File: config.mk
export PLATFORM = sky130hd
export DESIGN_NAME = trg_ack_engine
export DESIGN_NICKNAME = d
export VERILOG_FILES = /design/src/rtl/trg_pkg.sv /design/src/rtl/trg_ack_chan.sv /design/src/rtl/trg_ack_engine.sv
export SDC_FILE = /design/constraint.sdc
export NUM_CORES = 1
export LEC_CHECK = 0
export ABC_AREA = 1
export CORE_UTILIZATION = 58
export DETAILED_ROUTE_END_ITERATION = 16
export DONT_BUFFER_PORTS = 1
export PLACE_DENSITY = 0.8
export SLEW_MARGIN = 20
export SYNTH_ARGS = -nofsm -noshare
export SYNTH_HDL_FRONTEND = slang
export SYNTH_SLANG_ARGS = --single-unit
File: constraint.sdc
create_clock -name BOARD_CLOCK -period 2.7 [get_ports BOARD_CLOCK]
set_clock_uncertainty 0.15 [all_clocks]
set_input_delay 0.54 -clock BOARD_CLOCK [delete_from_list [all_inputs] [get_ports BOARD_CLOCK]]
set_output_delay 0.54 -clock BOARD_CLOCK [all_outputs]
set_load 0.005 [all_outputs]
File: src/rtl/trg_pkg.sv
// trg_pkg: shared FSM encodings, mode constants and default widths for the TRG/ACK engine.
package trg_pkg;
    localparam int N_CH_DEF = 12;
    localparam int PW_W_DEF = 8;
    localparam int TO_W_DEF = 24;
    localparam int SYNC_DEF = 2;

    localparam logic MODE_HS    = 1'b0;
    localparam logic MODE_PULSE = 1'b1;

    typedef enum logic [1:0] {ST_IDLE, ST_RUN, ST_FIN} run_st_e;
    typedef enum logic [1:0] {CH_OFF, CH_REQ, CH_REL, CH_CPL} ch_st_e;
endpackage

File: src/rtl/trg_ack_chan.sv
// trg_ack_chan: one TRG/ACK channel - ACK synchroniser, rising-edge detect and the
// four-phase / fixed-pulse channel FSM.
module trg_ack_chan
    import trg_pkg::*;
#(
    parameter int PW_W        = PW_W_DEF,
    parameter int SYNC_STAGES = SYNC_DEF
) (
    input  logic            clk_i,
    input  logic            rst_ni,
    input  logic            start_i,
    input  logic            en_i,
    input  logic            run_i,
    input  logic            kill_i,
    input  logic            mode_i,
    input  logic [PW_W-1:0] pulse_len_i,
    input  logic            ack_i,
    output logic            trg_o,
    output logic            ack_seen_o,
    output logic            cpl_o
);
    logic [SYNC_STAGES-1:0] sync_q;
    logic                   prev_q, ack_s, rise;
    ch_st_e                 st_q, st_d;
    logic                   trg_q, trg_d, seen_q, seen_d;
    logic [PW_W-1:0]        cnt_q, cnt_d;

    assign ack_s = sync_q[SYNC_STAGES-1];
    assign rise  = ack_s & ~prev_q;

    always_ff @(posedge clk_i or negedge rst_ni) begin
        if (!rst_ni) begin
            sync_q <= '0;
            prev_q <= 1'b0;
            st_q   <= CH_OFF;
            trg_q  <= 1'b0;
            seen_q <= 1'b0;
            cnt_q  <= '0;
        end else begin
            sync_q <= {sync_q[SYNC_STAGES-2:0], ack_i};
            prev_q <= ack_s;
            st_q   <= st_d;
            trg_q  <= trg_d;
            seen_q <= seen_d;
            cnt_q  <= cnt_d;
        end
    end

    always_comb begin
        st_d   = st_q;
        trg_d  = trg_q;
        seen_d = seen_q;
        cnt_d  = cnt_q;
        if (start_i) begin
            st_d   = en_i ? CH_REQ : CH_OFF;
            trg_d  = en_i;
            seen_d = 1'b0;
            cnt_d  = (pulse_len_i == '0) ? PW_W'(1) : pulse_len_i;
        end else if (run_i) begin
            // pulse mode takes an ACK edge anywhere in the run, four-phase only while requesting
            if (rise && (mode_i == MODE_PULSE ? st_q != CH_OFF : st_q == CH_REQ))
                seen_d = 1'b1;
            case (st_q)
                CH_REQ: begin
                    if (mode_i == MODE_HS) begin
                        if (rise) begin
                            st_d  = CH_REL;
                            trg_d = 1'b0;
                        end
                    end else begin
                        cnt_d = cnt_q - PW_W'(1);
                        if (cnt_q == PW_W'(1)) begin
                            trg_d = 1'b0;
                            st_d  = seen_d ? CH_CPL : CH_REL;
                        end
                    end
                end
                CH_REL:  if (mode_i == MODE_HS ? !ack_s : seen_d) st_d = CH_CPL;
                default: ;
            endcase
            if (kill_i) trg_d = 1'b0;
        end
    end

    // next-state view lets a completion landing on the timeout cycle win the tie
    assign cpl_o      = st_d == CH_CPL;
    assign trg_o      = trg_q;
    assign ack_seen_o = seen_q;
endmodule

File: src/rtl/trg_ack_engine.sv
// trg_ack_engine: run FSM, elapsed/timeout tracking and abort handling over N_CH
// TRG/ACK channels in the BOARD_CLOCK domain.
module trg_ack_engine
    import trg_pkg::*;
#(
    parameter int N_CH        = N_CH_DEF,
    parameter int PW_W        = PW_W_DEF,
    parameter int TO_W        = TO_W_DEF,
    parameter int SYNC_STAGES = SYNC_DEF
) (
    input  logic            BOARD_CLOCK,
    input  logic            RST,
    input  logic            start_i,
    input  logic            abort_i,
    input  logic [N_CH-1:0] mask_i,
    input  logic            mode_i,
    input  logic [PW_W-1:0] pulse_len_i,
    input  logic [TO_W-1:0] timeout_i,
    input  logic [N_CH-1:0] ack_i,
    output logic [N_CH-1:0] trg_o,
    output logic            busy_o,
    output logic            done_o,
    output logic [N_CH-1:0] ack_seen_o,
    output logic [N_CH-1:0] tmo_o,
    output logic [TO_W-1:0] elapsed_o
);
    run_st_e         st_q, st_d;
    logic [N_CH-1:0] mask_q, tmo_q, cpl;
    logic            mode_q;
    logic [TO_W-1:0] to_q, el_q;
    logic            accept, run, all_done, to_hit, kill;

    assign accept   = st_q == ST_IDLE && start_i;
    assign run      = st_q == ST_RUN;
    assign all_done = &(cpl | ~mask_q);
    assign to_hit   = to_q != '0 && ({1'b0, el_q} + (TO_W+1)'(1)) == {1'b0, to_q};
    // abort beats timeout, completion beats timeout
    assign kill     = run && (abort_i || (to_hit && !all_done));

    always_ff @(posedge BOARD_CLOCK or negedge RST) begin
        if (!RST) st_q <= ST_IDLE;
        else      st_q <= st_d;
    end

    always_comb begin
        st_d = (st_q == ST_IDLE) ? (start_i ? ST_RUN : ST_IDLE) :
               (st_q == ST_RUN)  ? ((abort_i || all_done || to_hit) ? ST_FIN : ST_RUN) :
                                   ST_IDLE;
    end

    always_comb begin
        busy_o = st_q == ST_RUN;
        done_o = st_q == ST_FIN;
    end

    always_ff @(posedge BOARD_CLOCK or negedge RST) begin
        if (!RST) begin
            mask_q <= '0;
            mode_q <= MODE_HS;
            to_q   <= '0;
            el_q   <= '0;
            tmo_q  <= '0;
        end else if (accept) begin
            mask_q <= mask_i;
            mode_q <= mode_i;
            to_q   <= timeout_i;
            el_q   <= '0;
            tmo_q  <= '0;
        end else if (run) begin
            if (~&el_q) el_q <= el_q + TO_W'(1);
            if (kill && !abort_i) tmo_q <= mask_q & ~cpl;
        end
    end

    for (genvar i = 0; i < N_CH; i++) begin : g_ch
        trg_ack_chan #(
            .PW_W        (PW_W),
            .SYNC_STAGES (SYNC_STAGES)
        ) u_chan (
            .clk_i       (BOARD_CLOCK),
            .rst_ni      (RST),
            .start_i     (accept),
            .en_i        (mask_i[i]),
            .run_i       (run),
            .kill_i      (kill),
            .mode_i      (mode_q),
            .pulse_len_i (pulse_len_i),
            .ack_i       (ack_i[i]),
            .trg_o       (trg_o[i]),
            .ack_seen_o  (ack_seen_o[i]),
            .cpl_o       (cpl[i])
        );
    end

    assign tmo_o     = tmo_q;
    assign elapsed_o = el_q;
endmodule

Word level (Yosys, flattened, before mapping)
Cells that the tools add are included.
- $add $sub $neg: 14
- equality and inequality tests: 64
- mux-type cells: 335
- bitwise gates (word level): 28
- reductions and logical operators: 116
- operators by type and width (cell ; count):
    two-way mux 8 bit ; 49
    two-way mux 1 bit ; 193
    two-way mux 2 bit ; 75
    == test 8 x 1 -> 1 bit, second input constant ; 12
    subtractor 8 x 1 -> 8 bit, second input constant ; 12
    two-way mux 24 bit ; 3
    nonzero test 2 bit ; 27
    == test 2 bit, second input constant ; 25
    inequality test 4 x 1 -> 1 bit, second input constant ; 12
    case mux 2 bit (2 select lines) ; 12
    AND reduction 4 bit ; 12
    nonzero test 4 bit ; 12
    two-way mux 12 bit ; 3
    AND reduction 3 bit ; 12
    nonzero test 3 bit ; 12
    == test 2 x 1 -> 1 bit, second input constant ; 13
    adder 24 x 1 -> 25 bit, second input constant ; 1
    == test 25 x 24 -> 1 bit ; 1
    adder 24 x 1 -> 24 bit, second input constant ; 1
    inverter 12 bit ; 2
    AND reduction 24 bit ; 1
    nonzero test 24 bit ; 1
    logical AND 1 bit ; 17
    zero test 1 bit ; 14
    other kinds (10) ; 35
- flip-flop bits (word level): 255
- bits of input ports: 61
- output and inout bits: 62
- word-level logic and storage cells: 635

Longest topological paths before layout
Gate-level depths: netlist of the first run.
- depth after elaboration: 23
- depth in mapped cells: 24
- depth with buffers taken out: 23

Hierarchy
A second synthesis of the first run with hierarchy kept.
- cell total of the unflattened synthesis: 2303
- area, all modules: 16485.8 µm²
- modules (own cells, without submodules) (module ; instances ; cells each ; area an instance (µm²) ; seq. area each (µm²)):
    trg_ack_chan (g_ch[10].u_chan ...) ; 11 ; 142 ; 1018.5 ; 375.4
    trg_ack_engine ; 1 ; 606 ; 4290.4 ; 1876.8
    trg_ack_chan (g_ch[0].u_chan) ; 1 ; 135 ; 992.2 ; 375.4

Worst setup path before layout of the first run
OpenSTA, ideal clock, no wires.
- kind: reg-to-reg
- start point: reg el_q[1] (netlist: elapsed_o[1])
- end point: reg tmo_q[11] (netlist: tmo_o[11])
- setup time: 117 ps
- data arrival time: 2251 ps
- data required time: 2433 ps
- slack: 182 ps
- cell stages (with the launch flop): 19
- buffers on the path: 2
- period minus slack after synthesis: 2518 ps
- cells stage by stage: dfrtp_1 > ha_1 > buf_4 > nand2_1 > nor2_2 > nand2_2 > nor2_4 > xnor3_1 > nor2_1 > nand2_1 > nor2_1 > nand3_1 > nor2_2 > nand2_1 > nand2_2 > nand3_4 > buf_4 > nand3_1 > nand2_1
- longest elaborated chain between the ends: 9
- RTL lines (what ; RTL line ; source):
    from (decl) ; trg_ack_engine.sv:30 ; logic [TO_W-1:0] to_q, el_q;
    from (signal assigned) ; trg_ack_engine.sv:70 ; if (~&el_q) el_q <= el_q + TO_W'(1);
    adder 24 x 1 -> 25 bit ; trg_ack_engine.sv:36 ; assign to_hit = to_q != '0 && ({1'b0, el_q} + (TO_W+1)'(1)) == {1'b0, to_q};
    == test 25 x 24 -> 1 bit ; trg_ack_engine.sv:36 ;
    logical AND 1 bit ; trg_ack_engine.sv:36 ;
    logical AND 1 bit ; trg_ack_engine.sv:38 ; assign kill = run && (abort_i || (to_hit && !all_done));
    logical OR 1 bit ; trg_ack_engine.sv:38 ;
    logical AND 1 bit ; trg_ack_engine.sv:38 ;
    logical AND 1 bit ; trg_ack_engine.sv:71 ; if (kill && !abort_i) tmo_q <= mask_q & ~cpl;
    nonzero test 2 bit (no line) ; - ;
    AND reduction 2 bit (no line) ; - ;
    to (signal assigned) ; trg_ack_engine.sv:71 ;
    to (decl) ; trg_ack_engine.sv:28 ; logic [N_CH-1:0] mask_q, tmo_q, cpl;
Every way passes these cells.
A chain may end at the register's enable or synchronous reset.

Final worst setup path of the first run
- start point: reg el_q[1] (netlist: elapsed_o[1])
- end point: reg tmo_q[7] (netlist: tmo_o[7])
The elaborated chain is that of the path after synthesis.

==> impl_metrics.tcl, run 1 <==
set metrics [dict create \
    cp-end-kind "register" \
    hold_viol 255 \
    final_nets 2303 \
    violations "hold timing, setup timing" \
    critPathKind "reg -> reg" \
    wl_mm 41.90 \
    power.total_mw 20.88 \
    max-slew-margin-rel_pct 68.41 \
    ys.flop_type "dfrtp_1" \
    track_usage_pct 31.38 \
    rsz0062_at_grt "yes" \
    first_global_vias 13640 \
    firstDrtPassIters 6 \
    root_buffer "clkbuf_16" \
    drc 0 \
    final_core_util_pct 70.05 \
    critical_path.max_fanout 6 \
    antenna_cells 0 \
    hold_class "in -> async" \
    rows 58 \
    regToRegStartpoint "elapsed_o[1]$_DFFE_PN0P_" \
    io_pins 123 \
    syn_nets 2179 \
    layout-drive-gt1-share_pct 13.42 \
    synth_cell_types 40 \
    ys_seq_area_share_pct 42.54 \
    numCtsBuffers 28 \
    synthCells 2057 \
    ys_warn_count 0 \
    switching_share_pct 44.39 \
    layout_min_cycle_time_ns 2.788 \
    die_y_um 162.8 \
    power_density_nw_per_um2 1180 \
    fmax_ghz 0.3586 \
    setup_viol 23 \
    netlist.area_leader.share_pct 42.54 \
    clock_sinks 255 \
    hpwl_mm 28.47 \
    synth_edf_count 0 \
    final_common_cell "nand2_1" \
    finalCritPeriodShare_pct 103.3 \
    grt_busiest_layer "met2" \
    cp_slowest_cell "dfrtp_1" \
    vias 14260 \
    clock_path_buffers 3 \
    outcome "complete, but fails checks" \
    crit_chain "buf_6 -> nand2_2 -> nor2_4 -> nand2_4 -> buf_4 -> xor2_2 -> xor2_1 -> nor2_1 -> nand3_1 -> nor2_1 -> nand3_1 -> nor2_2 -> nand2_1 -> nand2_2 -> nand3_4 -> buf_6 -> nand3_2 -> nand2_1" \
    htree_num_levels 1 \
    synth-seq-cells 255 \
    die_area_um2 26510 \
    wl_per_cell_um 16.58 \
    r2r_slack_ns -0.09 \
    core_area_um2 25250 \
    gr-usage-met3_pct 5.882 \
    tritoncts "done" \
    path_clk_slew_ns 0.06 \
    start_util_pct 59.40 \
    synthArstFlopShare_pct 100.0 \
    p_comb_share_pct 49.0 \
    ir_worst_vdd_v 0.0007743 \
    mappedNetlistArea_um2 15000 \
    worst_slew_pin_slew_ns 0.4695 \
    via_per_inst 5.640 \
    ff2ff_path_depth 18 \
    grt_use_met2_pct 51.93 \
    synth.area.top_cells "dfrtp_1 43%, nand2_1 13%, nor2_1 6.6%" \
    antenna_found_initial 0 \
    slew_violations 0 \
    insertion_delay_ns 0.55 \
    p_clk_share_pct 18.5 \
    grt_pass1_wl_mm 66.57 \
    finalSetupTns_ns -1.611 \
    yosys.area.top_type "dfrtp_1" \
    critPathRequiredTime_ns 2.98 \
    grt_max_degree 256 \
    fin_hold_ws_ns -0.4540 \
    detail-route-antenna-nets 0 \
    syn2layout_area_growth_pct 17.92 \
    critPathArrivalTime_ns 3.07 \
    seq_power_share_pct 32.6 \
    syn_avg_cell_area_um2 7.293 \
    max_stage_delay_ns 0.41 \
    drt-initial-drc-count 1316 \
    p_switching_mw 9.269 \
    die_w_um 162.8 \
    power.leakage_nw 8.726 \
    grt_overflow 0 \
    met1_usage_pct 40.77 \
    p_int_mw 11.61 \
    reg2reg_to "tmo_o[7]$_DFFE_PN0P_" \
    routabilityCongestion 0.9646 \
    layout_setup_ws_ns -0.08836 \
    numPortBuffers 0 \
    layout.cells.most_common_list "505 x nand2_1, 249 x dfrtp_1, 247 x nor2_1, 235 x inv_1, 135 x o21ai_0" \
    critPathLaunchType "register" \
    drv_cap 0 \
]
-- cell usage after synthesis (2+ instances only) --
master,count
xnor2_1,6
inv_1,241
nand2_1,528
xnor3_1,2
a22oi_1,11
nand4_1,7
clkbuf_1,33
nor2_4,2
buf_4,29
or2_2,3
nor3_1,32
nor3b_1,2
a21boi_0,12
nand2_2,5
nor4_1,8
o22ai_1,26
o21ai_0,137
nor2_1,264
buf_1,5
ha_1,61
inv_2,6
dfrtp_1,255
nor2_2,10
a21oi_1,131
clkinv_1,8
xor2_1,19
nand3b_1,6
buf_2,14
o21ai_1,4
nand3_1,127
a31oi_1,50
buf_6,5
-- layer usage --
metal	vias up	routed length (µm)
met5	-	0
met4	0	1361
met3	99	3484
met2	523	19930
met1	6779	17120
li1	6858	-
-- stage by stage --
stage                     setup WS (ns)  instance area (µm²)  cells  hold WS (ns)
after floorplan                  0.1819                15000   2057       0.09441
after global placement          -0.1440                16010   2436        0.1153
after global routing            -0.2024                17690   2528       -0.4715
after CTS                      -0.01994                17460   2522       -0.4696
final                          -0.08836                17690   2528       -0.4540
after detailed placement        -0.2375                16010   2436        0.1151
-- state kept, by name (all words and copies together) (netlist names), 2 cells and up --
name / cells
tmo_o: 12
mask_q: 12
g_ch.u_chan.ack_seen_o: 12
g_ch.u_chan.st_q: 24
elapsed_o: 24
to_q: 24
g_ch.u_chan.prev_q: 12
st_q: 2
g_ch.u_chan.cnt_q: 96
g_ch.u_chan.sync_q: 24
g_ch.u_chan.trg_o: 12
-- worst max path at each step --
stage	startpoint	endpoint	slack, ns	depth (start not counted)
4_1_cts	elapsed_o[1]$_DFFE_PN0P_	tmo_o[7]$_DFFE_PN0P_	-0.02	21
3_5_place_dp	elapsed_o[2]$_DFFE_PN0P_	g_ch[10].u_chan.trg_o$_DFFE_PN0P_	-0.24	21
6_report	elapsed_o[1]$_DFFE_PN0P_	tmo_o[7]$_DFFE_PN0P_	-0.09	18
2_1_floorplan	elapsed_o[1]$_DFFE_PN0P_	tmo_o[11]$_DFFE_PN0P_	0.18	18
3_3_place_gp	elapsed_o[2]$_DFFE_PN0P_	g_ch[8].u_chan.trg_o$_DFFE_PN0P_	-0.14	21
5_1_grt	elapsed_o[0]$_DFFE_PN0P_	tmo_o[10]$_DFFE_PN0P_	-0.20	19
-- critical path: cells and delay by family (launching register included) --
kind	cells	cell delay, ns
simple gates	13	1.34
buf+inv	3	0.46
flops	1	0.41
xor+xnor	2	0.30
-- area by class of cell --
| class | instances | area [µm²] |
|---|---|---|
| clock buffer | 39 | 823.3 |
| fill | 1971 | 7564 |
| multi-input combinational | 1461 | 7473 |
| tap | 330 | 412.9 |
| timing repair buffer | 180 | 1533 |
| inverter | 255 | 965.9 |
| clock inverter | 8 | 93.84 |
| sequential | 255 | 6389 |
-- what timing repair did --
action                                  4_1_cts  5_1_grt
hold buffers                                 31        1
gates resized for setup                      47       57
cloned                                        0        1
setup buffers                                 9        4
endpoints found under the setup margin       27       51
pin swaps                                    28       21
hold endpoints to repair                    286      256
-- cell families after synthesis --
logic type,after synthesis,share of synthesized area (%)
and+or+nand+nor,998,27.38
adders and majority gates,61,5.088
AOI/OAI and AO/OA,375,13.61
xor gates and xnor gates,27,1.760
buffers and inverters,341,9.625
DFF,255,42.54
-- power groups by stage --
stage	clock, mW	sequential, mW	combinational, mW
after floorplan	0	6.41	7.00
after global placement	0	6.71	9.27
after detailed placement	0	6.76	9.68
after CTS	3.88	6.74	9.90
after global routing	4.04	6.98	11.5
final	3.86	6.80	10.2
Power figures use the tool's default switching activity.
==> run 2: changes to the inputs <==
--- a/config.mk
+++ b/config.mk
@@ -6,10 +6,9 @@
 export NUM_CORES = 1
 export LEC_CHECK = 0
 export ABC_AREA = 1
-export CORE_UTILIZATION = 58
+export CORE_UTILIZATION = 53
 export DETAILED_ROUTE_END_ITERATION = 16
-export DONT_BUFFER_PORTS = 1
-export PLACE_DENSITY = 0.8
+export PLACE_DENSITY = 0.81
 export SLEW_MARGIN = 20
 export SYNTH_ARGS = -nofsm -noshare
 export SYNTH_HDL_FRONTEND = slang
==> impl_metrics.tcl, run 2 (same netlist as run 1, synthesis figures left out) <==
set metrics [dict create \
    outcome "complete, but fails checks" \
    violations "setup timing" \
    critical_path.max_fanout 10 \
    ir_worst_vdd_v 0.0007038 \
    drt-initial-drc-count 1557 \
    critPathRequiredTime_ns 3.00 \
    drv_cap 0 \
    tritoncts "done" \
    drc 0 \
    firstDrtPassIters 6 \
    numCtsBuffers 29 \
    critPathLaunchType "register" \
    critPathKind "reg -> reg" \
    root_buffer "clkbuf_16" \
    routabilityCongestion 0.9243 \
    clock_path_buffers 3 \
    final_core_util_pct 68.94 \
    setup_viol 24 \
    rsz0062_at_grt "yes" \
    hpwl_mm 30.09 \
    first_global_vias 14470 \
    layout.cells.most_common_list "505 x nand2_1, 249 x dfrtp_1, 241 x nor2_1, 234 x inv_1, 165 x buf_4" \
    die_area_um2 28980 \
    hold_class "reg -> reg" \
    finalCritPeriodShare_pct 105.9 \
    numPortBuffers 122 \
    power.leakage_nw 9.264 \
    max-slew-margin-rel_pct 61.06 \
    grt_max_degree 69 \
    power_density_nw_per_um2 1175 \
    final_common_cell "nand2_1" \
    slew_violations 0 \
    layout_setup_ws_ns -0.1597 \
    grt_pass1_wl_mm 69.41 \
    wl_per_cell_um 16.63 \
    clock_sinks 255 \
    cp-end-kind "register" \
    die_w_um 170.2 \
    track_usage_pct 29.78 \
    finalSetupTns_ns -2.793 \
    die_y_um 170.2 \
    largest_reg_flops 96 \
    htree_num_levels 1 \
    wl_mm 45.02 \
    rows 61 \
    hold_viol 0 \
    core_area_um2 27780 \
    layout_min_cycle_time_ns 2.860 \
    grt_overflow 0 \
    syn2layout_area_growth_pct 27.66 \
    path_clk_slew_ns 0.07 \
    antenna_found_initial 0 \
    vias 15160 \
    critPathArrivalTime_ns 3.16 \
    antenna_cells 0 \
    final_nets 2428 \
    largest_register "g_ch.u_chan.cnt_q" \
    worst_slew_pin_slew_ns 0.5841 \
    fmax_ghz 0.3497 \
    via_per_inst 5.602 \
    layout-drive-gt1-share_pct 14.94 \
    detail-route-antenna-nets 0 \
    insertion_delay_ns 0.56 \
    start_util_pct 54.00 \
    io_pins 123 \
]
## run 2: cell type report
type	count	area (µm²)
flip-flops and latches	255	6389
multi-input cells	1461	7564
clock inverters	14	187.7
fillers	2087	8630
well taps	378	473.0
repair buffers	304	2748
clock buffers	40	827.0
inverters	255	964.7
## run 2: routing by layer
| metal | share of wire (%) | global-route usage, % |
|---|---|---|
| met5 | 0 | 0 |
| met2 | 48 | 50.05 |
| met4 | 4.7 | 13.00 |
| met3 | 8.1 | 4.651 |
| met1 | 40 | 37.99 |
## run 2: critical path: stages, from the launching register on
cell and delay (ns):
dfrtp_1 0.45, nand2_2 0.14, nor2_4 0.15, nand2_2 0.11, buf_4 0.16, nand2_1 0.11, nand2_1 0.12, nand2_1 0.08
nand2_1 0.07, a21oi_1 0.13, nand3_1 0.12, nor2_1 0.15, nand3_2 0.10, nor2_4 0.14, nand2_2 0.08, nand2_4 0.08
nand3_4 0.11, buf_12 0.17, nand3_1 0.06, nand2_1 0.06
## run 2: stage by stage
step / power (mW) / cell area, µm² / hold WS (ns) / worst slack [ns] / std cells
6_report: 22.50 / 19150 / 0.1968 / -0.1597 / 2707
5_1_grt: 24.09 / 19150 / 0.2042 / -0.2645 / 2707
4_1_cts: 21.75 / 18650 / 0.1993 / -0.01570 / 2689
3_5_place_dp: 17.39 / 17510 / 0.1847 / -0.3462 / 2628
3_3_place_gp: 16.85 / 17510 / 0.1831 / -0.2610 / 2628
2_1_floorplan: 13.41 / 15000 / 0.09441 / 0.1819 / 2057
## run 2: worst paths after layout
kind	slack, ns	startpoint	end	depth (start not counted)
min in group asynchronous	0.39	RST	g_ch[10].u_chan.cnt_q[0]$_DFFE_PN0P_	2
max reg2reg	-0.16	elapsed_o[5]$_DFFE_PN0P_	tmo_o[7]$_DFFE_PN0P_	19
max	-0.16	elapsed_o[5]$_DFFE_PN0P_	tmo_o[7]$_DFFE_PN0P_	19
min reg2reg	0.20	g_ch[7].u_chan.sync_q[0]$_DFF_PN0_	g_ch[7].u_chan.sync_q[1]$_DFF_PN0_	0
max in group asynchronous	1.33	RST	g_ch[2].u_chan.sync_q[1]$_DFF_PN0_	3
min	0.20	g_ch[7].u_chan.sync_q[0]$_DFF_PN0_	g_ch[7].u_chan.sync_q[1]$_DFF_PN0_	0
## run 2: what timing repair did
item                       4_1_cts  5_1_grt
resized for setup               22       96
hold endpoints to repair        63        0
buffers inserted                 6       17
pin swaps                        4       18
setup endpoints to repair       25       26
gates cloned                     0        1
hold buffers                     1        0
## run 2: power breakdown
group	internal, mW	switching (mW)	leakage (nW)
Combinational	4.77	6.76	5.67
Sequential	5.37	1.42	3.10
Clock	2.52	1.66	0.500
Total	12.7	9.84	9.26
